`src/rtl/cpu_pkg.sv`:
```
// Shared miniCPU definitions: instruction width, opcodes and sequencer states.
package cpu_pkg;

  localparam int INSTR_W = 18;

  // opcode field, instr[17:15]
  localparam logic [2:0] OP_LOAD    = 3'b000;
  localparam logic [2:0] OP_ADD     = 3'b001;
  localparam logic [2:0] OP_ADDI    = 3'b010;
  localparam logic [2:0] OP_SUB     = 3'b011;
  localparam logic [2:0] OP_SUBI    = 3'b100;
  localparam logic [2:0] OP_MUL     = 3'b101;
  localparam logic [2:0] OP_CLR     = 3'b110;
  localparam logic [2:0] OP_DISPLAY = 3'b111;

  typedef enum logic [1:0] {
    S_IDLE      = 2'd0,
    S_ISSUE     = 2'd1,
    S_WAIT_DONE = 2'd2,
    S_GAP       = 2'd3
  } seq_state_t;

endpackage

```
`src/rtl/instr_sequencer_if.sv`:
```
// Board keys/switches on one side, datapath handshake and status on the other.
interface instr_sequencer_if #(
  parameter int DEPTH = 8
);
  localparam int CW = $clog2(DEPTH) + 1;

  logic                        enviar;
  logic                        executar;
  logic                        modo;
  logic [cpu_pkg::INSTR_W-1:0] switches;
  logic [cpu_pkg::INSTR_W-1:0] instr_out;
  logic                        issue_start;
  logic                        exec_done;
  logic [CW-1:0]               q_count;
  logic                        q_full;
  logic                        q_empty;
  logic                        busy;
  logic                        err_overflow;
  logic                        err_timeout;

  // sequencer side
  modport slave (
    input  enviar, executar, modo, switches, exec_done,
    output instr_out, issue_start, q_count, q_full, q_empty, busy,
           err_overflow, err_timeout
  );

  // board / datapath side
  modport master (
    output enviar, executar, modo, switches, exec_done,
    input  instr_out, issue_start, q_count, q_full, q_empty, busy,
           err_overflow, err_timeout
  );
endinterface

```
`src/rtl/instr_fifo.sv`:
```
// Synchronous FIFO; count is the only occupancy source, push+pop keeps it.
module instr_fifo #(
  parameter int DEPTH = 8,
  parameter int W     = 18
) (
  input  logic                     i_clk,
  input  logic                     i_rst_n,
  input  logic                     i_push,
  input  logic                     i_pop,
  input  logic [W-1:0]             i_din,
  output logic [W-1:0]             o_dout,
  output logic [$clog2(DEPTH):0]   o_count
);
  localparam int AW = $clog2(DEPTH);

  logic [W-1:0]  r_mem [DEPTH];
  logic [AW-1:0] r_wr, r_rd;
  logic [AW:0]   r_count;

  // pointers wrap naturally since DEPTH is a power of two
  always_ff @(posedge i_clk) begin
    if (!i_rst_n) begin
      r_wr    <= '0;
      r_rd    <= '0;
      r_count <= '0;
    end else begin
      if (i_push) r_wr <= r_wr + 1'b1;
      if (i_pop)  r_rd <= r_rd + 1'b1;
      case ({i_push, i_pop})
        2'b10:   r_count <= r_count + 1'b1;
        2'b01:   r_count <= r_count - 1'b1;
        default: r_count <= r_count;
      endcase
    end
  end

  // storage needs no reset; it is only read below r_count
  always_ff @(posedge i_clk) begin
    if (i_push) r_mem[r_wr] <= i_din;
  end

  assign o_dout  = r_mem[r_rd];
  assign o_count = r_count;
endmodule

```
`src/rtl/instr_sequencer.sv`:
```
// Key-driven instruction queue and one-at-a-time issue scheduler for the miniCPU.
module instr_sequencer
  import cpu_pkg::*;
#(
  parameter int DEPTH   = 8,
  parameter int TIMEOUT = 1_000_000
) (
  input  logic             clk,
  input  logic             ligar,
  instr_sequencer_if.slave bus
);
  localparam int CW = $clog2(DEPTH) + 1;
  localparam int TW = (TIMEOUT > 2) ? $clog2(TIMEOUT) : 1;

  seq_state_t           r_state, w_next;
  logic                 r_env_prev, r_exe_prev;
  logic                 r_drain, r_err_ovf, r_err_to;
  logic [INSTR_W-1:0]   r_instr;
  logic [TW-1:0]        r_tcnt;

  logic [INSTR_W-1:0]   w_head;
  logic [CW-1:0]        w_count;
  logic                 w_env_press, w_exe_press;
  logic                 w_empty, w_full, w_run_ok;
  logic                 w_push, w_pop, w_tmo;
  logic                 w_issue, w_busy;

  assign w_env_press = r_env_prev & ~bus.enviar;
  assign w_exe_press = r_exe_prev & ~bus.executar;
  assign w_empty     = (w_count == '0);
  assign w_full      = (w_count == CW'(DEPTH));
  assign w_run_ok    = ~bus.modo | r_drain;
  assign w_pop       = (r_state == S_IDLE) & ~w_empty & w_run_ok;
  // a full queue still accepts a press when the head leaves the same cycle
  assign w_push      = w_env_press & (~w_full | w_pop);
  assign w_tmo       = (r_tcnt == TW'(TIMEOUT - 1));

  instr_fifo #(.DEPTH(DEPTH), .W(INSTR_W)) u_fifo (
    .i_clk   (clk),
    .i_rst_n (ligar),
    .i_push  (w_push),
    .i_pop   (w_pop),
    .i_din   (bus.switches),
    .o_dout  (w_head),
    .o_count (w_count)
  );

  // next state and handshake outputs
  always_comb begin
    w_next  = r_state;
    w_issue = 1'b0;
    w_busy  = 1'b1;
    case (r_state)
      S_IDLE: begin
        w_busy = 1'b0;
        if (w_pop) w_next = S_ISSUE;
      end
      S_ISSUE: begin
        w_issue = 1'b1;
        w_next  = bus.exec_done ? S_GAP : S_WAIT_DONE;
      end
      S_WAIT_DONE: if (bus.exec_done || w_tmo) w_next = S_GAP;
      S_GAP:       w_next = S_IDLE;
      default:     w_next = S_IDLE;
    endcase
  end

  // state, key history, drain, errors, issued word and timeout counter
  always_ff @(posedge clk) begin
    if (!ligar) begin
      r_state    <= S_IDLE;
      r_env_prev <= 1'b1;
      r_exe_prev <= 1'b1;
      r_drain    <= 1'b0;
      r_err_ovf  <= 1'b0;
      r_err_to   <= 1'b0;
      r_instr    <= '0;
      r_tcnt     <= '0;
    end else begin
      r_state    <= w_next;
      r_env_prev <= bus.enviar;
      r_exe_prev <= bus.executar;
      if (w_exe_press && bus.modo)           r_drain <= 1'b1;
      else if (r_state == S_IDLE && w_empty) r_drain <= 1'b0;
      if (w_env_press && !w_push) r_err_ovf <= 1'b1;
      if (w_pop) r_instr <= w_head;
      // completion wins over a timeout landing on the same cycle
      if (r_state == S_WAIT_DONE && !bus.exec_done && w_tmo) r_err_to <= 1'b1;
      if (r_state == S_ISSUE)                      r_tcnt <= '0;
      else if (r_state == S_WAIT_DONE && !w_tmo)   r_tcnt <= r_tcnt + 1'b1;
    end
  end

  assign bus.instr_out    = r_instr;
  assign bus.issue_start  = w_issue;
  assign bus.busy         = w_busy;
  assign bus.q_count      = w_count;
  assign bus.q_full       = w_full;
  assign bus.q_empty      = w_empty;
  assign bus.err_overflow = r_err_ovf;
  assign bus.err_timeout  = r_err_to;
endmodule

```
`src/flat_wrapper.sv`:
```
// flat-port wrapper written by rule: the top's interface ports become plain ports
module instr_sequencer_flat import cpu_pkg::*;
#(
  parameter int DEPTH   = 8,
  parameter int TIMEOUT = 1_000_000
)
  (clk, ligar, bus_enviar, bus_executar, bus_modo, bus_switches, bus_exec_done, bus_instr_out, bus_issue_start, bus_q_count, bus_q_full, bus_q_empty, bus_busy, bus_err_overflow, bus_err_timeout);
  instr_sequencer_if #(.DEPTH(DEPTH)) bus_i ();
  input  logic clk;
  input  logic ligar;
  input wire logic [$bits(bus_i.enviar)-1:0] bus_enviar;
  input wire logic [$bits(bus_i.executar)-1:0] bus_executar;
  input wire logic [$bits(bus_i.modo)-1:0] bus_modo;
  input wire logic [$bits(bus_i.switches)-1:0] bus_switches;
  input wire logic [$bits(bus_i.exec_done)-1:0] bus_exec_done;
  output wire logic [$bits(bus_i.instr_out)-1:0] bus_instr_out;
  output wire logic [$bits(bus_i.issue_start)-1:0] bus_issue_start;
  output wire logic [$bits(bus_i.q_count)-1:0] bus_q_count;
  output wire logic [$bits(bus_i.q_full)-1:0] bus_q_full;
  output wire logic [$bits(bus_i.q_empty)-1:0] bus_q_empty;
  output wire logic [$bits(bus_i.busy)-1:0] bus_busy;
  output wire logic [$bits(bus_i.err_overflow)-1:0] bus_err_overflow;
  output wire logic [$bits(bus_i.err_timeout)-1:0] bus_err_timeout;
  assign bus_i.enviar = bus_enviar;
  assign bus_i.executar = bus_executar;
  assign bus_i.modo = bus_modo;
  assign bus_i.switches = bus_switches;
  assign bus_i.exec_done = bus_exec_done;
  assign bus_instr_out = bus_i.instr_out;
  assign bus_issue_start = bus_i.issue_start;
  assign bus_q_count = bus_i.q_count;
  assign bus_q_full = bus_i.q_full;
  assign bus_q_empty = bus_i.q_empty;
  assign bus_busy = bus_i.busy;
  assign bus_err_overflow = bus_i.err_overflow;
  assign bus_err_timeout = bus_i.err_timeout;
  instr_sequencer #(.DEPTH(DEPTH), .TIMEOUT(TIMEOUT)) u_core (.clk(clk), .ligar(ligar), .bus(bus_i));
endmodule
```
`config.mk`:
```
export PLATFORM = sky130hd
export DESIGN_NAME = instr_sequencer_flat
export DESIGN_NICKNAME = d
export VERILOG_FILES = /design/src/rtl/cpu_pkg.sv /design/src/rtl/instr_sequencer_if.sv /design/src/rtl/instr_fifo.sv /design/src/rtl/instr_sequencer.sv /design/src/flat_wrapper.sv
export SDC_FILE = /design/constraint.sdc
export NUM_CORES = 1
export LEC_CHECK = 0
export CAP_MARGIN = 10
export CELL_PAD_IN_SITES_DETAIL_PLACEMENT = 2
export CELL_PAD_IN_SITES_GLOBAL_PLACEMENT = 2
export CORE_ASPECT_RATIO = 0.75
export CORE_MARGIN = 2
export CORE_UTILIZATION = 39
export CTS_CLUSTER_SIZE = 14
export DETAILED_ROUTE_END_ITERATION = 16
export PLACE_DENSITY = 0.76
export SLEW_MARGIN = 20
export SYNTH_ARGS = -nofsm -noshare
export SYNTH_HDL_FRONTEND = slang
export SYNTH_SLANG_ARGS = --single-unit
export TNS_END_PERCENT = 100
```
`constraint.sdc`:
```
create_clock -name clk -period 3.5 [get_ports clk]
set_input_delay 0.35 -clock clk [delete_from_list [all_inputs] [get_ports clk]]
set_output_delay 0.35 -clock clk [all_outputs]
set_load 0.01 [all_outputs]
```
-- After elaboration in Yosys (flattened, before gate mapping)
Memories as Yosys holds them, arrays and structs flattened. A register that Yosys moved wholly into a read port is not among the register bits.
Cells that the tools add are included.
- bits in read-only memories: 0
- logic and storage cells: 66
- output and inout port bits: 28
- latch bits: 0
- RAM bits: 144
- memories: 1
- input bits: 24
- register bits: 37
- memory list (name ; words ; bits a word ; read ports ; clocked after memory_dff ; write ports ; line ; source):
    u_core.u_fifo.r_mem ; 8 ; 18 ; 1 ; 1 ; 1 ; instr_fifo.sv:16 ; logic [W-1:0] r_mem [DEPTH];
- equal/unequal tests: 9
- $mul: 0
- shifts and indexed selects: 0
- $add $sub $neg: 5
- reductions and logical operators: 17
- div/mod/pow operators: 0
- bitwise operators: 13
- muxes and demuxes: 11
- magnitude comparators: 0
- operators with widths (cell ; count):
    $add A20 B1 Y20 const B ; 1
    $eq A20 B20 Y1 const B ; 1
    $pmux W2 S4 ; 1
    $pmux W4 S2 ; 1
    $mux W1 ; 7
    $add A3 B1 Y3 const B ; 2
    $eq A2 B2 Y1 const B ; 3
    $logic_and A1 B1 Y1 ; 6
    $not A1 Y1 ; 6
    $and A1 B1 Y1 ; 5
    $add A4 B1 Y4 const B ; 1
    $eq A2 B1 Y1 const B ; 2
    $eq A4 B4 Y1 const B ; 1
    $logic_not A1 Y1 ; 4
    $logic_not A4 Y1 ; 1
    $mux W2 ; 2
    $reduce_bool A2 Y1 ; 2
    $sub A4 B1 Y4 const B ; 1
    $logic_not A2 Y1 ; 1
    $ne A2 B1 Y1 const B ; 1
    $ne A2 B2 Y1 const B ; 1
    $or A1 B1 Y1 ; 2
    $reduce_and A2 Y1 ; 1
    $reduce_or A2 Y1 ; 1
    $logic_or A1 B1 Y1 ; 1

-- Longest topological paths before layout
- depth in word-level cells: 8
- gate-level depth with buffers: 12
- gate-level depth less buffers: 12

-- Hierarchy
Synthesis repeated with hierarchy kept, for this count alone.
- cell total of the unflattened synthesis: 511
- area total of the unflattened synthesis: 8359.3 um^2
- by module, submodules not included (module ; instances ; cells an instance ; seq. area each (um^2) ; area an instance (um^2)):
    instr_fifo ; 1 ; 276 ; 4584.4 ; 6180.9
    instr_sequencer ; 1 ; 235 ; 900.9 ; 2178.3

-- Least setup slack after synthesis
OpenSTA, ideal clock, no wires.
- path type: reg-to-reg
- start point: register u_core.r_state[0]
- end point: memory u_core.u_fifo.r_mem[2][0] (enable)
- library setup time: 446 ps
- slack: 9 ps
- period minus slack after synthesis: 3491 ps
- arrival: 3045 ps
- required time: 3054 ps
- buffers on the path: 0
- cell stages (with the launch flop): 6
- path through: dfxtp_1 inv_1 ha_1 nand2_1 a21o_1 nor4b_1
- word-level cells in the longest chain between the ends: 7
- ends and longest elaborated chain (element ; line ; source):
    from (decl) ; instr_sequencer.sv:15 ; seq_state_t r_state, w_next;
    from (signal assigned) ; instr_sequencer.sv:80 ; r_state <= w_next;
    $logic_not A2 Y1 ; instr_sequencer.sv:33 ; assign w_pop = (r_state == S_IDLE) & ~w_empty & w_run_ok;
    $and A1 B1 Y1 (2 in series) ; instr_sequencer.sv:33 ;
    $or A1 B1 Y1 ; instr_sequencer.sv:35 ; assign w_push = w_env_press & (~w_full | w_pop);
    $and A1 B1 Y1 ; instr_sequencer.sv:35 ;
    $mux W1 ; instr_fifo.sv:39 ; if (i_push) r_mem[r_wr] <= i_din;
    $mux W1 (implied by the code) ; instr_fifo.sv:39 ;
    to (decl) ; instr_fifo.sv:16 ;
Every way passes these cells.

-- Worst setup path in the final report
- start point: register u_core.r_state[1]
- end point: register u_core.u_fifo.r_count[3], in the netlist u_core.u_fifo.o_count[3]
- word-level cells in the longest chain between the ends: 7
- elaborated cells on any way between the ends: 9
- those cells by class: eq/ne (2); mux (1); bitwise (4); reduce/logical (2)
- ends and longest elaborated chain (element ; line ; source):
    $logic_not A2 Y1 (*) ; instr_sequencer.sv:33 ;
    $and A1 B1 Y1 (*) (2 in series) ; instr_sequencer.sv:33 ;
    $or A1 B1 Y1 ; instr_sequencer.sv:35 ;
    $and A1 B1 Y1 ; instr_sequencer.sv:35 ;
    $eq A2 B1 Y1 or $eq A2 B2 Y1 (tied branches) ; instr_fifo.sv:29 ; case ({i_push, i_pop})
    $pmux W4 S2 or $reduce_bool A2 Y1 (tied branches) ; n/a ;
    to (signal assigned) ; instr_fifo.sv:30 ; 2'b10: r_count <= r_count + 1'b1;
    to (signal assigned) ; instr_fifo.sv:31 ; 2'b01: r_count <= r_count - 1'b1;
    to (signal assigned) ; instr_fifo.sv:32 ; default: r_count <= r_count;
    to (decl) ; instr_fifo.sv:18 ; logic [AW:0] r_count;
Every way passes the cells marked *; elsewhere a longest branch is shown, timed or not.
A chain may end at the register's enable or synchronous reset.

==> results by group <==
Layout
  • Antenna fix cells: 0
  • Layout area overhead: 18.69%
  • Layout cells sized above 1: 16.93%
  • Layout Nets: 581
  • Fin area: 0.009448 sq mm
  • Fill cells: 1846

Routing
  • 1st-iter DRT viols: 264
  • Vias: 4454
  • Number of iterations in the first detailed-routing pass: 4
  • WL final: 19660 um
  • Vias per std cell: 5.438
  • Mean routed wirelength per cell: 24.00 um
  • Routed Antenna Nets: 0
  • DRC: 0

Synthesis
  • Share of the synthesized area in the top cell type: 54.32%
  • Post-Syn Area per Cell: 16.31 sq um
  • Synth top cells by count: 144 x edfxtp_1, 55 x dfxtp_1, 37 x nand2_1
  • Synth area leader: edfxtp_1
  • Top cells by area, synth: edfxtp_1 54%, dfxtp_1 14%, mux4_2 10%
  • Mapped Area: 0.007960 sq mm
  • Cell with the most instances after synthesis: edfxtp_1
  • Cell variety after synth: 48
  • Synth Flop Type: edfxtp_1
  • #FFs+latches synth: 199
  • Yosys warns: 0
  • Syn_nets: 521
  • Async SR Flop Fraction: 0%
  • Post-Synthesis Cells: 488
  • Post-synth EDFFs: 144
  • Post-synthesis sequential area ratio: 68.15%

Floorplan
  • Boundary pin count: 52
  • Core ar.: 0.02010 sq mm
  • Placement Rows: 45
  • Die Footprint: 0.02158 sq mm
  • Die X: 169.0 um
  • Initial Utilization: 39.60%
  • Die Y-Extent: 127.7 um

Setup path
  • CP Depth: 12
  • Slowest cell on crit path: ha_1
  • Crit path cell chain: inv_1 > ha_1 > inv_1 > nor3b_2 > nand2_1 > inv_1 > ha_1 > a21o_1 > a21oi_1 > nor2_1 > a22oi_1 > mux2i_1
  • Critical Path Fanout Max: 7
  • Largest stage delay on the critical path: 350 ps
  • Crit end category: flop
  • R2R Path End: u_core.u_fifo.o_count[3]
  • Worst reg-to-reg path cell count: 12
  • Crit path max-delay family: compound AO/OA/AOI/OAI gates
  • Reg-to-reg slack, setup: 810 ps
  • CP required: 3850 ps
  • CP endpoint: u_core.u_fifo.o_count[3]
  • Worst reg2reg startpoint: u_core.r_state[1]
  • Kind of critical path: reg -> reg
  • CP dominant cell by count: inv_1
  • Arr. time, crit path: 3040 ps
  • Critical path origin: u_core.r_state[1]
  • Setup crit start kind: flop
  • Worst Path Buf+Inv: 3

Place
  • Post-DP Area: 0.008850 sq mm
  • Final HPWL DP: 12290 um
  • Routability cong.: 0.7334
  • IO Port Bufs: 51

Global route
  • GRT Overall Usage: 19.29%
  • Global-route wire length before repair: 30610 um
  • Initial antenna violation count: 0
  • Overall overflow remaining after global route: 0
  • Pin count of the biggest net entering global routing: 40
  • Vias in the first global route: 4995

Worst hold path
  • Worst Hold Launch: u_core.r_exe_prev
  • Hold Crit Class: reg -> reg

Clocking
  • TritonCTS Buffers: 17
  • Clock Sinks: 199
  • H-tree levels: 4
  • Hold buffers post-CTS: 0
  • Setup bufs post-CTS: 0
  • Clock Path Buffers: 2
  • Root Buffer: clkbuf_16
  • Clock tree from TritonCTS: built
  • Worst skew pair latency: 430 ps
  • Post-cts sizing count: 0
  • Clock transition at path regs: 70 ps

STA
  • Max-slew violations: 0
  • Final period utilization: 76.88%
  • Post-layout min period: 2691 ps
  • Max_slew headroom: 28.63%
  • Least-Margin Pin Slew: 1069 ps
  • RSZ-0062 raised after global routing: false
  • Final Hold Vio Count: 0
  • Max Fclk: 371.7 MHz
  • Clock skew: 11.30 ps
  • Final setup fails: 0
  • Hold Slack: 473.0 ps
  • Setup_tns: 0 ps

Power
  • Pleak: 3.191 nW
  • Final Total Pwr: 6.448 mW
  • PwrDens: 682.4 mW/mm^2
  • VDD IR-drop max: 0.3188 mV

Job
  • Max-Cap Viols: 0

Outcome
  • Outcome: finished, final reports clean
stage by stage:
step	worst slack (ps)	cells	util (%)
2_1_floorplan	9.142	488	-
3_3_place_gp	929.2	787	44.03
3_5_place_dp	734.6	787	44.03
4_1_cts	798.1	819	47.00
5_1_grt	606.9	819	47.00
6_report	809.3	819	47.00
how the worst min path moves through the flow:
stage / end / slack, ps / depth (start not counted)
2_1_floorplan: u_core.r_drain / 430 / 2
3_3_place_gp: u_core.r_drain / 440 / 2
3_5_place_dp: u_core.r_drain / 470 / 2
4_1_cts: u_core.r_drain / 480 / 2
5_1_grt: u_core.r_exe_prev / 510 / 2
6_report: u_core.r_drain / 470 / 2
cell families (layout without fill, tap and decap cells):
group | Yosys count | after routing | synth area share, %
mux | 59 | 59 | 13.08
flops | 199 | 199 | 68.15
fa+ha+maj | 9 | 9 | 1.509
compound gates | 54 | 54 | 5.501
buf+inv | 30 | 103 | 1.713
xor+xnor | 20 | 20 | 2.201
simple gates | 117 | 117 | 7.844
placed cells by master, fill, tap and decap left out, types with 8 or more instances in the layout:
master	netlist	final
a21oi_1	9	9
o21ai_0	8	8
o211a_1	18	18
dfxtp_1	55	54
buf_4	4	11
clkbuf_16	0	17
edfxtp_1	144	144
nor2_1	18	18
xnor2_1	14	14
ha_1	8	8
nand3_1	9	9
clkdlybuf4s50_1	0	51
mux2i_1	23	23
nand2_1	37	37
mux4_2	36	36
layer usage:
metal	vias up	global-route usage, %	share of wire, %
met5	-	0	0
met4	0	4.513	0.79
met3	9	3.550	4.2
met2	81	33.20	52
met1	2358	25.66	43
li1	2006	-	-
area by class of cell:
type                       instances  area, sq um  share of cell area [%]
clock buffer                      20        446.7                   4.728
clock inverter                    12        151.4                   1.602
inverter                           7        26.28                  0.2781
multi-input combinational        259         2441                   25.84
sequential                       199         5426                   57.44
tap                              258        322.8                   3.417
timing repair buffer              64        633.1                   6.701
worst register-to-register path, stage by stage, from the launching register on:
cell and delay [ps]:
dfxtp_1 340, inv_1 110, ha_1 350, inv_1 140, nor3b_2 240, nand2_1 130, inv_1 140, ha_1 240
a21o_1 190, a21oi_1 250, nor2_1 80, a22oi_1 200, mux2i_1 210
registers in the layout (all words and copies together) (netlist names):
name,cells
u_core.r_state,2
u_core.u_fifo.o_count,4
u_core.r_exe_prev,1
u_core.r_env_prev,1
u_core.r_drain,1
u_core.bus.err_timeout,1
u_core.bus.err_overflow,1
u_core.r_tcnt,20
u_core.u_fifo.r_wr,3
u_core.bus.instr_out,18
u_core.u_fifo.r_rd,3
u_core.u_fifo.r_mem,144
where the power goes:
group	leakage [nW]	switching, mW	total (mW)	internal, mW
sequential	1.75	0.175	2.91	2.74
combinational	1.15	0.758	1.54	0.777
clock	0.292	0.855	2.00	1.14
total	3.19	1.79	6.45	4.66
(Power assumes the default switching activity.)
